[config.mk]
export PLATFORM = sky130hd
export DESIGN_NAME = pc_fetch_flat
export DESIGN_NICKNAME = d
export VERILOG_FILES = /design/src/rtl/pc_fetch_pkg.sv /design/src/rtl/pc_fetch_if.sv /design/src/rtl/pc_fetch_if_id_reg.sv /design/src/rtl/pc_fetch.sv /design/src/flat_wrapper.sv
export SDC_FILE = /design/constraint.sdc
export NUM_CORES = 1
export LEC_CHECK = 0
export CORE_MARGIN = 4
export CORE_UTILIZATION = 55
export DETAILED_ROUTE_END_ITERATION = 8
export DONT_BUFFER_PORTS = 1
export PLACE_DENSITY = 0.7
export SYNTH_ARGS = -nofsm -noshare
export SYNTH_HDL_FRONTEND = slang
export SYNTH_HIERARCHICAL = 1
export SYNTH_SLANG_ARGS = --single-unit
[constraint.sdc]
create_clock -name clk -period 2.5 [get_ports clk]
set_input_delay 0.5 -clock clk [delete_from_list [all_inputs] [get_ports clk]]
set_output_delay 0.5 -clock clk [all_outputs]
set_load 0.03 [all_outputs]
[src/rtl/pc_fetch_pkg.sv]
// Shared widths, constants and helpers for the instruction-fetch stage.
// Used by pc_fetch, if_id_reg and the pc_fetch_if bus interface.
package pc_fetch_pkg;

  localparam int AddrWidth = 32;
  localparam int InstWidth = 32;

  typedef logic [AddrWidth-1:0] addr_t;
  typedef logic [InstWidth-1:0] inst_t;

  localparam addr_t ZeroWord    = 32'h0000_0000;
  localparam inst_t NopInst     = 32'h0000_0000;
  localparam logic  ChipEnable  = 1'b1;
  localparam logic  ChipDisable = 1'b0;
  localparam addr_t PcIncrement = 32'd4;

  // The fetch unit idles for exactly one edge after reset, then runs forever.
  typedef enum logic {
    FetchIdle = 1'b0,
    FetchRun  = 1'b1
  } fetch_state_e;

  // Instruction addresses are word aligned, so the two low bits are dropped.
  function automatic addr_t alignWord(input addr_t a);
    return a & ~addr_t'(3);
  endfunction

endpackage

[src/rtl/pc_fetch_if.sv]
// Bus between the fetch stage and its surroundings (control, ROM, decode).
// The fetch stage uses the slave modport; the pipeline/testbench uses master.
interface pc_fetch_if;
  import pc_fetch_pkg::*;

  logic  stall_if_i;
  logic  stall_id_i;
  logic  branch_flag_i;
  addr_t branch_target_i;
  logic  flush_i;
  addr_t new_pc_i;
  inst_t inst_i;
  addr_t pc_o;
  logic  ce_o;
  addr_t id_pc_o;
  inst_t id_inst_o;

  modport master (
    output stall_if_i, stall_id_i, branch_flag_i, branch_target_i,
           flush_i, new_pc_i, inst_i,
    input  pc_o, ce_o, id_pc_o, id_inst_o
  );

  modport slave (
    input  stall_if_i, stall_id_i, branch_flag_i, branch_target_i,
           flush_i, new_pc_i, inst_i,
    output pc_o, ce_o, id_pc_o, id_inst_o
  );

endinterface

[src/rtl/pc_fetch_if_id_reg.sv]
// IF/ID pipeline register: flush, hold, bubble or load of the fetched word.
// Macro BRANCH_DELAY_SLOT_EN keeps the delay-slot instruction on a taken branch.
module if_id_reg
  import pc_fetch_pkg::*;
(
  input  logic  clk,
  input  logic  rst,
  input  logic  i_flush,
  input  logic  i_stallId,
  input  logic  i_stallIf,
  input  logic  i_ce,
  input  logic  i_branchTaken,
  input  addr_t i_pc,
  input  inst_t i_inst,
  output addr_t o_idPc,
  output inst_t o_idInst
);

`ifdef BRANCH_DELAY_SLOT_EN
  localparam bit SquashOnBranch = 1'b0;
`else
  localparam bit SquashOnBranch = 1'b1;
`endif

  logic  w_squash;
  addr_t r_idPc;
  inst_t r_idInst;

  assign w_squash = SquashOnBranch & i_branchTaken;

  // Flush beats a decode hold; a fetch-only stall or idle fetch inserts a bubble.
  always_ff @(posedge clk or posedge rst) begin
    if (rst) begin
      r_idPc   <= ZeroWord;
      r_idInst <= NopInst;
    end else if (i_flush) begin
      r_idPc   <= ZeroWord;
      r_idInst <= NopInst;
    end else if (i_stallId) begin
      r_idPc   <= r_idPc;
      r_idInst <= r_idInst;
    end else if (i_stallIf || (i_ce != ChipEnable) || w_squash) begin
      r_idPc   <= ZeroWord;
      r_idInst <= NopInst;
    end else begin
      r_idPc   <= i_pc;
      r_idInst <= i_inst;
    end
  end

  assign o_idPc   = r_idPc;
  assign o_idInst = r_idInst;

endmodule

[src/rtl/pc_fetch.sv]
// Instruction-fetch stage: program counter, ROM enable and deferred branches.
// BRANCH_DELAY_SLOT_EN selects delay-slot behaviour inside if_id_reg.
module pc_fetch
  import pc_fetch_pkg::*;
#(
  parameter addr_t RESET_PC = 32'h0000_0000
) (
  input logic     clk,
  input logic     rst,
  pc_fetch_if.slave bus
);

  fetch_state_e r_state;
  fetch_state_e w_nextState;
  addr_t        r_pc;
  addr_t        w_nextPc;
  logic         r_pendValid;
  addr_t        r_pendTarget;
  logic         w_run;
  logic         w_stall;
  logic         w_takeBranch;

  assign w_run   = (r_state == FetchRun);
  assign w_stall = bus.stall_if_i | bus.stall_id_i;

  // A branch takes effect only on an edge that is running, unstalled and unflushed.
  assign w_takeBranch = w_run & ~bus.flush_i & ~w_stall &
                        (r_pendValid | bus.branch_flag_i);

  always_ff @(posedge clk or posedge rst) begin
    if (rst) begin
      r_state <= FetchIdle;
    end else begin
      r_state <= w_nextState;
    end
  end

  always_comb begin
    w_nextState = r_state;
    case (r_state)
      FetchIdle: w_nextState = FetchRun;
      FetchRun:  w_nextState = FetchRun;
      default:   w_nextState = FetchIdle;
    endcase
  end

  always_comb begin
    w_nextPc = r_pc;
    if (w_run) begin
      if (bus.flush_i) begin
        w_nextPc = alignWord(bus.new_pc_i);
      end else if (w_stall) begin
        w_nextPc = r_pc;
      end else if (r_pendValid) begin
        w_nextPc = r_pendTarget;
      end else if (bus.branch_flag_i) begin
        w_nextPc = alignWord(bus.branch_target_i);
      end else begin
        w_nextPc = r_pc + PcIncrement;
      end
    end
  end

  always_ff @(posedge clk or posedge rst) begin
    if (rst) begin
      r_pc <= alignWord(RESET_PC);
    end else begin
      r_pc <= w_nextPc;
    end
  end

  // Branches resolved while stalled are parked here; a newer one overwrites the target.
  always_ff @(posedge clk or posedge rst) begin
    if (rst) begin
      r_pendValid  <= 1'b0;
      r_pendTarget <= ZeroWord;
    end else if (w_run) begin
      if (bus.flush_i) begin
        r_pendValid <= 1'b0;
      end else if (w_stall) begin
        if (bus.branch_flag_i) begin
          r_pendValid  <= 1'b1;
          r_pendTarget <= alignWord(bus.branch_target_i);
        end
      end else if (r_pendValid) begin
        r_pendValid <= 1'b0;
      end
    end
  end

  if_id_reg u_ifIdReg (
    .clk           (clk),
    .rst           (rst),
    .i_flush       (bus.flush_i),
    .i_stallId     (bus.stall_id_i),
    .i_stallIf     (bus.stall_if_i),
    .i_ce          (w_run ? ChipEnable : ChipDisable),
    .i_branchTaken (w_takeBranch),
    .i_pc          (r_pc),
    .i_inst        (bus.inst_i),
    .o_idPc        (bus.id_pc_o),
    .o_idInst      (bus.id_inst_o)
  );

  assign bus.pc_o = r_pc;
  assign bus.ce_o = w_run ? ChipEnable : ChipDisable;

endmodule

[src/flat_wrapper.sv]
// flat-port wrapper written by rule: the top's interface ports become plain ports
module pc_fetch_flat import pc_fetch_pkg::*;
#(
  parameter addr_t RESET_PC = 32'h0000_0000
)
  (clk, rst, bus_stall_if_i, bus_stall_id_i, bus_branch_flag_i, bus_branch_target_i, bus_flush_i, bus_new_pc_i, bus_inst_i, bus_pc_o, bus_ce_o, bus_id_pc_o, bus_id_inst_o);
  pc_fetch_if bus_i ();
  input logic clk;
  input logic rst;
  input wire logic [$bits(bus_i.stall_if_i)-1:0] bus_stall_if_i;
  input wire logic [$bits(bus_i.stall_id_i)-1:0] bus_stall_id_i;
  input wire logic [$bits(bus_i.branch_flag_i)-1:0] bus_branch_flag_i;
  input wire logic [$bits(bus_i.branch_target_i)-1:0] bus_branch_target_i;
  input wire logic [$bits(bus_i.flush_i)-1:0] bus_flush_i;
  input wire logic [$bits(bus_i.new_pc_i)-1:0] bus_new_pc_i;
  input wire logic [$bits(bus_i.inst_i)-1:0] bus_inst_i;
  output wire logic [$bits(bus_i.pc_o)-1:0] bus_pc_o;
  output wire logic [$bits(bus_i.ce_o)-1:0] bus_ce_o;
  output wire logic [$bits(bus_i.id_pc_o)-1:0] bus_id_pc_o;
  output wire logic [$bits(bus_i.id_inst_o)-1:0] bus_id_inst_o;
  assign bus_i.stall_if_i = bus_stall_if_i;
  assign bus_i.stall_id_i = bus_stall_id_i;
  assign bus_i.branch_flag_i = bus_branch_flag_i;
  assign bus_i.branch_target_i = bus_branch_target_i;
  assign bus_i.flush_i = bus_flush_i;
  assign bus_i.new_pc_i = bus_new_pc_i;
  assign bus_i.inst_i = bus_inst_i;
  assign bus_pc_o = bus_i.pc_o;
  assign bus_ce_o = bus_i.ce_o;
  assign bus_id_pc_o = bus_i.id_pc_o;
  assign bus_id_inst_o = bus_i.id_inst_o;
  pc_fetch #(.RESET_PC(RESET_PC)) u_core (.clk(clk), .rst(rst), .bus(bus_i));
endmodule
---- Yosys cells after proc, flatten, opt, wreduce, memory -nomap -nowiden ----
Cells that the tools add are included.
storage, ports and cells
  bits in registers ....................... 128
  input port bits ......................... 102
  output and inout port bits .............. 97
operators by class
  add/subtract/negate cells ............... 1
  equality and inequality tests ........... 3
  multiplexer cells ....................... 14
  bitwise logic cells ..................... 8
  reductions and logical operators ........ 5
operators by type and width
  cell                   count
  $mux 32                10
  $add 32x3->32 const B  1
  $mux 1                 4
  $reduce_and 2->1       2
  $reduce_and 4->1       1
  $and 1x1->1            3
  $ne 3x3->1 const B     1
  $not 1->1              3
  $logic_or 1x1->1       2
  $ne 2x1->1 const B     1
  $ne 2x2->1 const B     1
  $or 1x1->1             2

---- Depth between registers and ports, before layout ----
Gate-level depths: netlist of run 1.
  depth after elaboration ................. 8
  mapped depth ............................ 8
  mapped depth without buffers ............ 6

---- By module ----
The synthesis of run 1 kept the hierarchy.
modules (own cells, without submodules)
  module     times used  cells each  area an instance (um^2)  seq. area each (um^2)
  pc_fetch   1           426         3832.4                   1551.5
  if_id_reg  1           223         2862.7                   1601.5

---- Least setup slack after synthesis of run 1 ----
OpenSTA, ideal clock, no wires.
  path type ............................... flip-flop to flip-flop
  from .................................... register u_core.r_pc[2] (netlist: u_core/bus.pc_o[2])
  to ...................................... register u_core.r_pc[18] (netlist: u_core/bus.pc_o[18])
  library setup time ...................... 0.122 ns
  arrival time ............................ 1.919 ns
  path slack .............................. 0.459 ns
  stages on the path, launching flop included .. 7
  path buffers ............................ 0
  period minus slack after synthesis ...... 2.041 ns
  path through ............................ dfrtp_1 -> ha_1 -> nand2_1 -> nor3_1 -> nand3_1 -> a31o_2 -> a32o_1
between the ends
  word-level cells in the longest chain between the ends .. 5
RTL lines
  what                    RTL line        RTL
  from (decl)             pc_fetch.sv:15  addr_t r_pc;
  from (signal assigned)  pc_fetch.sv:66  r_pc <= alignWord(RESET_PC);
  from (signal assigned)  pc_fetch.sv:68  r_pc <= w_nextPc;
  $add 32x3->32           pc_fetch.sv:59  w_nextPc = r_pc + PcIncrement;
  $mux 32                 pc_fetch.sv:56  end else if (bus.branch_flag_i) begin
  $mux 32                 pc_fetch.sv:54  end else if (r_pendValid) begin
  $mux 32                 pc_fetch.sv:52  end else if (w_stall) begin
  $mux 32                 pc_fetch.sv:50  if (bus.flush_i) begin
No other way between the ends. The select of a mux whose other input is x is not followed.
A chain may end at the register's enable or synchronous reset.

---- Worst setup path after layout of run 1 ----
  from .................................... register u_core.r_pendValid
  to ...................................... register u_core.u_ifIdReg.r_idInst[21] (netlist: u_core/u_ifIdReg/o_idInst[21])
between the ends
  word-level cells in the longest chain between the ends .. 6
RTL lines
  what                     RTL line                  RTL
  from (decl)              pc_fetch.sv:17            logic r_pendValid;
  from (signal assigned)   pc_fetch.sv:75            r_pendValid <= 1'b0;
  from (signal assigned)   pc_fetch.sv:79            r_pendValid <= 1'b0;
  from (signal assigned)   pc_fetch.sv:82            r_pendValid <= 1'b1;
  $or 1x1->1               pc_fetch.sv:28            (r_pendValid | bus.branch_flag_i);
  $and 1x1->1              pc_fetch.sv:27            assign w_takeBranch = w_run & ~bus.flush_i & ~w_stall &
  net u_core.w_takeBranch  pc_fetch.sv:21            logic w_takeBranch;
  $logic_or 1x1->1         pc_fetch_if_id_reg.sv:42  end else if (i_stallIf || (i_ce != ChipEnable) || w_squash) begin
  $mux 32                  pc_fetch_if_id_reg.sv:42
  $mux 32                  pc_fetch_if_id_reg.sv:39  end else if (i_stallId) begin
  $mux 32                  pc_fetch_if_id_reg.sv:36  end else if (i_flush) begin
  to (signal assigned)     pc_fetch_if_id_reg.sv:38  r_idInst <= NopInst;
  to (signal assigned)     pc_fetch_if_id_reg.sv:41  r_idInst <= r_idInst;
  to (signal assigned)     pc_fetch_if_id_reg.sv:44  r_idInst <= NopInst;
  to (decl)                pc_fetch_if_id_reg.sv:27  inst_t r_idInst;
The timed path passes the listed nets, and every way through them passes these cells. The select of a mux whose other input is x is not followed.

==> run summary, run 1 <==
Post-synth EDFFs -> 0
Synth async-reset ratio -> 100.0%
Routed WL per cell -> 23.57 µm
CORE AREA -> 11,960 µm²
CP Capture Point -> u_core/u_ifIdReg/o_idInst[21]$_DFFE_PP0P_
Htree depth -> 4
VDD IR max -> 553.8 µV
Peak Freq -> 0.4437 GHz
Reg2Reg Depth -> 5
Synth Cell Area -> 6695 µm²
Initial core utilization -> 55.97%
Predominant post-synthesis flop cell -> dfrtp_1
Via count -> 5,544
CP Launch Point -> u_core/r_pendValid$_DFFE_PP0P_
Unique masters post-synth -> 58
Number of synthesis warnings -> 6
Max cap viols -> 0
Syn_area_per_cell -> 10.32 µm²
Die Wd -> 118.3 µm
Post-CTS Resized -> 0
Vias per cell -> 6.778
Top cell type's share of synthesized area -> 47.09%
Max clock buf depth -> 2
Most common cell after layout, fill and taps aside -> dfrtp_1
Worst slew pin tran -> 1.239 ns
Cell row count -> 40
Required @ worst endpoint -> 2.85 ns
Setup TNS -> 0 ns
Die ar. -> 14,000 µm²
Die H -> 118.3 µm
DP Wirelength -> 13.36 mm
Worst setup SP type -> flip-flop
Layout Skew -> 0.007506 ns
DR DRC count -> 0
Synth area leaders -> dfrtp_1, a32o_1, nor2b_1, mux2_2, nand2_1
Hold Fails Final Rpt -> 0
Lkg Pwr -> 3.152 nW
R2r setup slk -> 0.25 ns
Vias in the first global route -> 5,473
Worst Path Max Fanout -> 55
Finish-stage setup viols -> 0
Number of buffers created by CTS -> 17
TritonRoute pass-1 iters -> 5
Overall Global Routing Usage -> 27.56%
PD cells -> 822.6 nW/µm²
Crit path time final -> 2.254 ns
Total Wirelength -> 19.28 mm
Min-Delay Path Class -> in -> async
Util after Layout -> 62.86%
Initial antenna violation count -> 0
First-iteration detailed-routing DRC count -> 562
Register bit total from synthesis -> 126
Worst r2r dst -> u_core/u_ifIdReg/o_idInst[21]$_DFFE_PP0P_
Crit path arrival time -> 2.60 ns
CTS tree -> built
Leading area contributor after synthesis -> dfrtp_1
ANT nets after route -> 0
Root Driver -> clkbuf_16
Status -> complete, no violations
Share of layout cells above drive strength 1 -> 18.48%
Clk slew on worst S/H paths -> 0.06 ns
I/O Buffers -> 0
Crit path kind -> reg -> reg
CTS Sinks -> 126
R2R Path Start -> u_core/r_pendValid$_DFFE_PP0P_
GP Congestion -> 0.9475
Post-Synthesis Cells -> 649
Commonest cells after routing, fill and taps aside -> dfrtp_1, a32o_1, nor2b_1, nand2_1, buf_4
Grt total ovfl -> 0
Worst Setup End Kind -> flip-flop
Slew Viols, Final -> 0
RSZ-0062 raised after global routing -> no
Final Cycle Share -> 90.14%
Pin count of the biggest net entering global routing -> 67
Sequential area share after synthesis -> 47.09%
Ant diodes -> 0
Max_slew headroom -> 17.19%
Final nets -> 762
Area Overhead vs Synth -> 12.30%
First-pass GRT wire length -> 30.53 mm
Clock Latency Late Sink -> 0.41 ns
I/O pin count -> 199
## logic make-up (layout without fill, tap and decap cells)
family,Yosys count,in the layout,synth area share (%)
multiplexers,34,34,5.644
other,2,5,0.1122
AND/OR/NAND/NOR,226,226,18.39
buffers and inverters,66,85,5.401
XOR/XNOR,6,6,0.7850
adder cells (fa/ha/maj),1,1,0.1869
flip-flops,126,126,47.09
AO/OA/AOI/OAI,188,188,22.39
## worst max-delay path, cell delays in order, from the launching register on
cell     delay (ns)
dfrtp_1        0.40
nor2_1         0.21
nor2_1         0.14
nor2_4         0.95
buf_4          0.32
a32o_1         0.17
## Yosys cell counts (17+ instances only)
master	count
o21ai_0	29
clkbuf_1	22
nand3_1	17
mux2_2	30
nand2_1	48
dfrtp_1	126
nor3_1	17
nor2b_1	69
a21oi_1	20
nor2_1	31
buf_2	19
a32o_1	70
## flip-flops by register name (all words and copies together), names as in the netlist
signal                     flops
u_core/bus.pc_o               30
u_core/r_pendTarget           30
u_core/r_pendValid             1
u_core/r_state                 1
u_core/u_ifIdReg/o_idInst     32
u_core/u_ifIdReg/o_idPc       32
## through the flow
step                setup slack [ns]  power [mW]  hold WS (ns)  cells  area [µm²]
floorplan                     0.4019       3.401        0.4800    652        6706
global placement              0.1854       3.712        0.3934    786        6920
detailed placement           0.09679       3.746        0.3890    786        6920
CTS                           0.2869       6.213        0.2168    818        7518
global route                  0.1217       6.456        0.2138    818        7518
finish                        0.2465       6.184        0.1902    818        7518
## worst min-delay path by stage
stage          slack, ns                                from  cells past startpoint                                        end
2_1_floorplan       0.48  u_core/r_pendTarget[4]$_DFFE_PP0P_                      1         u_core/r_pendTarget[4]$_DFFE_PP0P_
3_3_place_gp        0.39                                 rst                      1   u_core/u_ifIdReg/o_idInst[6]$_DFFE_PP0P_
3_5_place_dp        0.39                                 rst                      1  u_core/u_ifIdReg/o_idInst[12]$_DFFE_PP0P_
4_1_cts             0.22                                 rst                      2                   u_core/r_state$_DFF_PP0_
5_1_grt             0.21              bus_branch_target_i[4]                      1         u_core/r_pendTarget[4]$_DFFE_PP0P_
6_report            0.19                                 rst                      2                   u_core/r_state$_DFF_PP0_
## final cells by class
type                    instances  area [µm²]
multi-input cells             460        3216
well taps                     147       183.9
inverters                       8       30.03
clock buffers                  19       442.9
clock inverters                12       145.1
fillers                       944        4443
repair buffers                 46       347.8
flip-flops and latches        126        3153
## per-layer routing
layer	global-route usage [%]	vias to the layer above	routed length, µm
met4	12.75	0	549
li1	-	2464	-
met2	42.80	324	9101
met5	0	-	0
met1	34.67	2706	7454
met3	9.569	50	2176
## timing repair
item / 4_1_cts / 5_1_grt
endpoints found under the setup margin: 0 / 0
hold buffers: 1 / 0
hold endpoints to repair: 18 / 0
setup buffers: 0 / 0
## power breakdown
group / total (mW) / switching [mW] / internal [mW]
Clock: 2.45 / 0.873 / 1.58
Combinational: 1.21 / 0.750 / 0.459
Sequential: 2.53 / 0.260 / 2.27
Total: 6.18 / 1.88 / 4.30
(Power assumes the default switching activity.)
==> run 2: changes to the inputs <==
- CTS_BUF_LIST: not set -> sky130_fd_sc_hd__clkbuf_8
==> run 2 against run 1 <==
Net effect: sequential share of layout area rose by 1.1 points; first-iteration DRC count fell by 16%; routed wire length fell by 0.85%; register-to-register slack barely moved; sequential cell count did not move; cell count did not move; clock skew rose by 0.00088 ns; critical path type unchanged; largest power group unchanged.
==> run summary, run 2 (synthesis gave the netlist of run 1 again) <==
Status -> complete, no violations
TritonRoute pass-1 iters -> 5 (unchanged)
Clock share of power -> 32.4% (-7.2 points)
Cell area after layout -> 7327 µm² (-2.5%)
CTS tree -> built
Total Wirelength -> 19.12 mm (-0.85%)
Most common cell after layout, fill and taps aside -> dfrtp_1
Share of layout cells above drive strength 1 -> 18.48% (unchanged)
CTS Sinks -> 126 (unchanged)
Number of buffers created by CTS -> 17 (unchanged)
Crit path arrival time -> 2.62 ns (+0.02 ns)
Net Sw Power -> 1.800 mW (-4.4%)
Finish-stage setup viols -> 0 (unchanged)
DR DRC count -> 0 (unchanged)
Root Driver -> clkbuf_8
Max cap viols -> 0 (unchanged)
Initial core utilization -> 55.97% (unchanged)
Layout Skew -> 0.008385 ns (+0.0008787 ns)
RSZ-0062 raised after global routing -> no
Final-layout fill cell count -> 971 (+2.9%)
P_int -> 3.715 mW (-14%)
Final Cycle Share -> 89.79% (-0.35 points)
Setup TNS -> 0 ns (unchanged)
Via count -> 5,501 (-0.78%)
CORE AREA -> 11,960 µm² (unchanged)
Peak Freq -> 0.4455 GHz (+0.39%)
Vias in the first global route -> 5,419 (-0.99%)
Crit path time final -> 2.245 ns (-0.008658 ns)
Vias per cell -> 6.725 (-0.78%)
Area occupied by multi-input gates -> 3216 µm² (unchanged)
I/O Buffers -> 0 (unchanged)
Sequential Area -> 3153 µm² (unchanged)
Crit path kind -> reg -> reg
Pin count of the biggest net entering global routing -> 67 (unchanged)
Clk slew on worst S/H paths -> 0.07 ns (about the same)
Min-Delay Path Class -> in -> async
I/O pin count -> 199 (unchanged)
Initial antenna violation count -> 0 (unchanged)
Max clock buf depth -> 2 (unchanged)
VDD IR max -> 497.2 µV (-10%)
Cell row count -> 40 (unchanged)
Area Overhead vs Synth -> 9.438%
Htree depth -> 4 (unchanged)
Clock Latency Late Sink -> 0.45 ns (+0.04 ns)
GP Congestion -> 0.9475 (unchanged)
Grt total ovfl -> 0 (unchanged)
Worst Path Max Fanout -> 55 (unchanged)
Fin cells -> 818 (unchanged)
Slew Viols, Final -> 0 (unchanged)
Hold slack -> 0.1625 ns (-0.02770 ns)
Commonest cells after routing, fill and taps aside -> dfrtp_1, a32o_1, nor2b_1, nand2_1, buf_4
Max_slew headroom -> 16.72% (-0.47 points)
Routed WL per cell -> 23.37 µm (-0.85%)
Required @ worst endpoint -> 2.88 ns (+0.03 ns)
Worst slew pin tran -> 1.246 ns (+0.007039 ns)
Placed Cells -> 786 (unchanged)
Power Total -> 5.514 mW (-11%)
Post-CTS Resized -> 0 (unchanged)
First-iteration detailed-routing DRC count -> 472 (-16%)
DP Area -> 6920 µm² (unchanged)
Sw frac -> 32.63% (+2.2 points)
Reg2Reg Depth -> 5 (unchanged)
Die Wd -> 118.3 µm (unchanged)
Ant diodes -> 0 (unchanged)
ANT nets after route -> 0 (unchanged)
Die H -> 118.3 µm (unchanged)
R2r setup slk -> 0.26 ns (about the same)
Lkg Pwr -> 3.069 nW (-2.6%)
Worst setup SP type -> flip-flop
R2R Path Start -> u_core/r_pendValid$_DFFE_PP0P_
PD cells -> 752.6 nW/µm² (-8.5%)
Final nets -> 762 (unchanged)
DP Wirelength -> 13.36 mm (unchanged)
First-pass GRT wire length -> 30.35 mm (-0.59%)
Flop pwr share -> 45.8% (+4.9 points)
Overall Global Routing Usage -> 27.37% (-0.19 points)
Combinational power share -> 21.8% (+2.3 points)
Worst r2r dst -> u_core/u_ifIdReg/o_idInst[21]$_DFFE_PP0P_
Die ar. -> 14,000 µm² (unchanged)
Hold Fails Final Rpt -> 0 (unchanged)
Worst Setup End Kind -> flip-flop
[run 2: cell count changes in the layout (fill, tap and decap cells not counted), sizes merged]
cell	delta
clkbuf	-1
inv	+1
[run 2: final cells by class]
| class | count | share of cell area [%] |
|---|---|---|
| clock buffer | 18 | 3.381 |
| clock inverter | 13 | 2.032 |
| inverter | 8 | 0.4098 |
| multi-input combinational | 460 | 43.89 |
| sequential | 126 | 43.03 |
| tap | 147 | 2.510 |
| timing repair buffer | 46 | 4.747 |
[run 2: worst max path at each step]
stage	start	endpoint	slack (ns)	depth (start not counted)
finish	u_core/r_pendValid$_DFFE_PP0P_	u_core/u_ifIdReg/o_idInst[21]$_DFFE_PP0P_	0.26	5
global route	u_core/r_pendValid$_DFFE_PP0P_	u_core/u_ifIdReg/o_idInst[20]$_DFFE_PP0P_	0.12	5
CTS	u_core/r_pendValid$_DFFE_PP0P_	u_core/u_ifIdReg/o_idInst[20]$_DFFE_PP0P_	0.28	5
global placement	bus_stall_id_i	u_core/u_ifIdReg/o_idInst[19]$_DFFE_PP0P_	0.19	7
detailed placement	bus_stall_id_i	u_core/u_ifIdReg/o_idInst[20]$_DFFE_PP0P_	0.1	7
floorplan	rst	u_core/u_ifIdReg/o_idInst[0]$_DFFE_PP0P_	0.40	1
[run 2: metal layers]
layer	share of wire (%)	global-route usage [%]	vias to the layer above	wire length, µm
li1	-	-	2464	-
met1	39	34.67	2690	7415
met2	47	42.77	310	9058
met3	11	9.761	37	2129
met4	2.7	11.21	0	515
met5	0	0	-	0
[run 2: per-stage QoR]
step                      setup slack, ns  util, %
final                              0.2551    61.26
after global routing               0.1225    61.26
after CTS                          0.2848    61.26
after detailed placement          0.09679    57.86
after global placement             0.1854    57.86
after floorplan                    0.4019        -
[run 2: power by group through the flow]
stage | registers (mW) | clock network, mW | logic [mW]
finish | 2.52 | 1.79 | 1.20
global route | 2.55 | 1.92 | 1.30
CTS | 2.52 | 1.81 | 1.19
detailed placement | 2.56 | 0 | 1.19
global placement | 2.55 | 0 | 1.16
floorplan | 2.72 | 0 | 0.683
[run 2: repair_timing]
action / CTS / global route
hold buffers: 1 / 0
hold endpoints to repair: 18 / 0
buffers inserted: 0 / 0
[run 2: worst max-delay path: stages (launching register included)]
cell	delay (ns)
dfrtp_1	0.40
nor2_1	0.19
nor2_1	0.13
nor2_4	0.95
buf_4	0.32
a32o_1	0.17
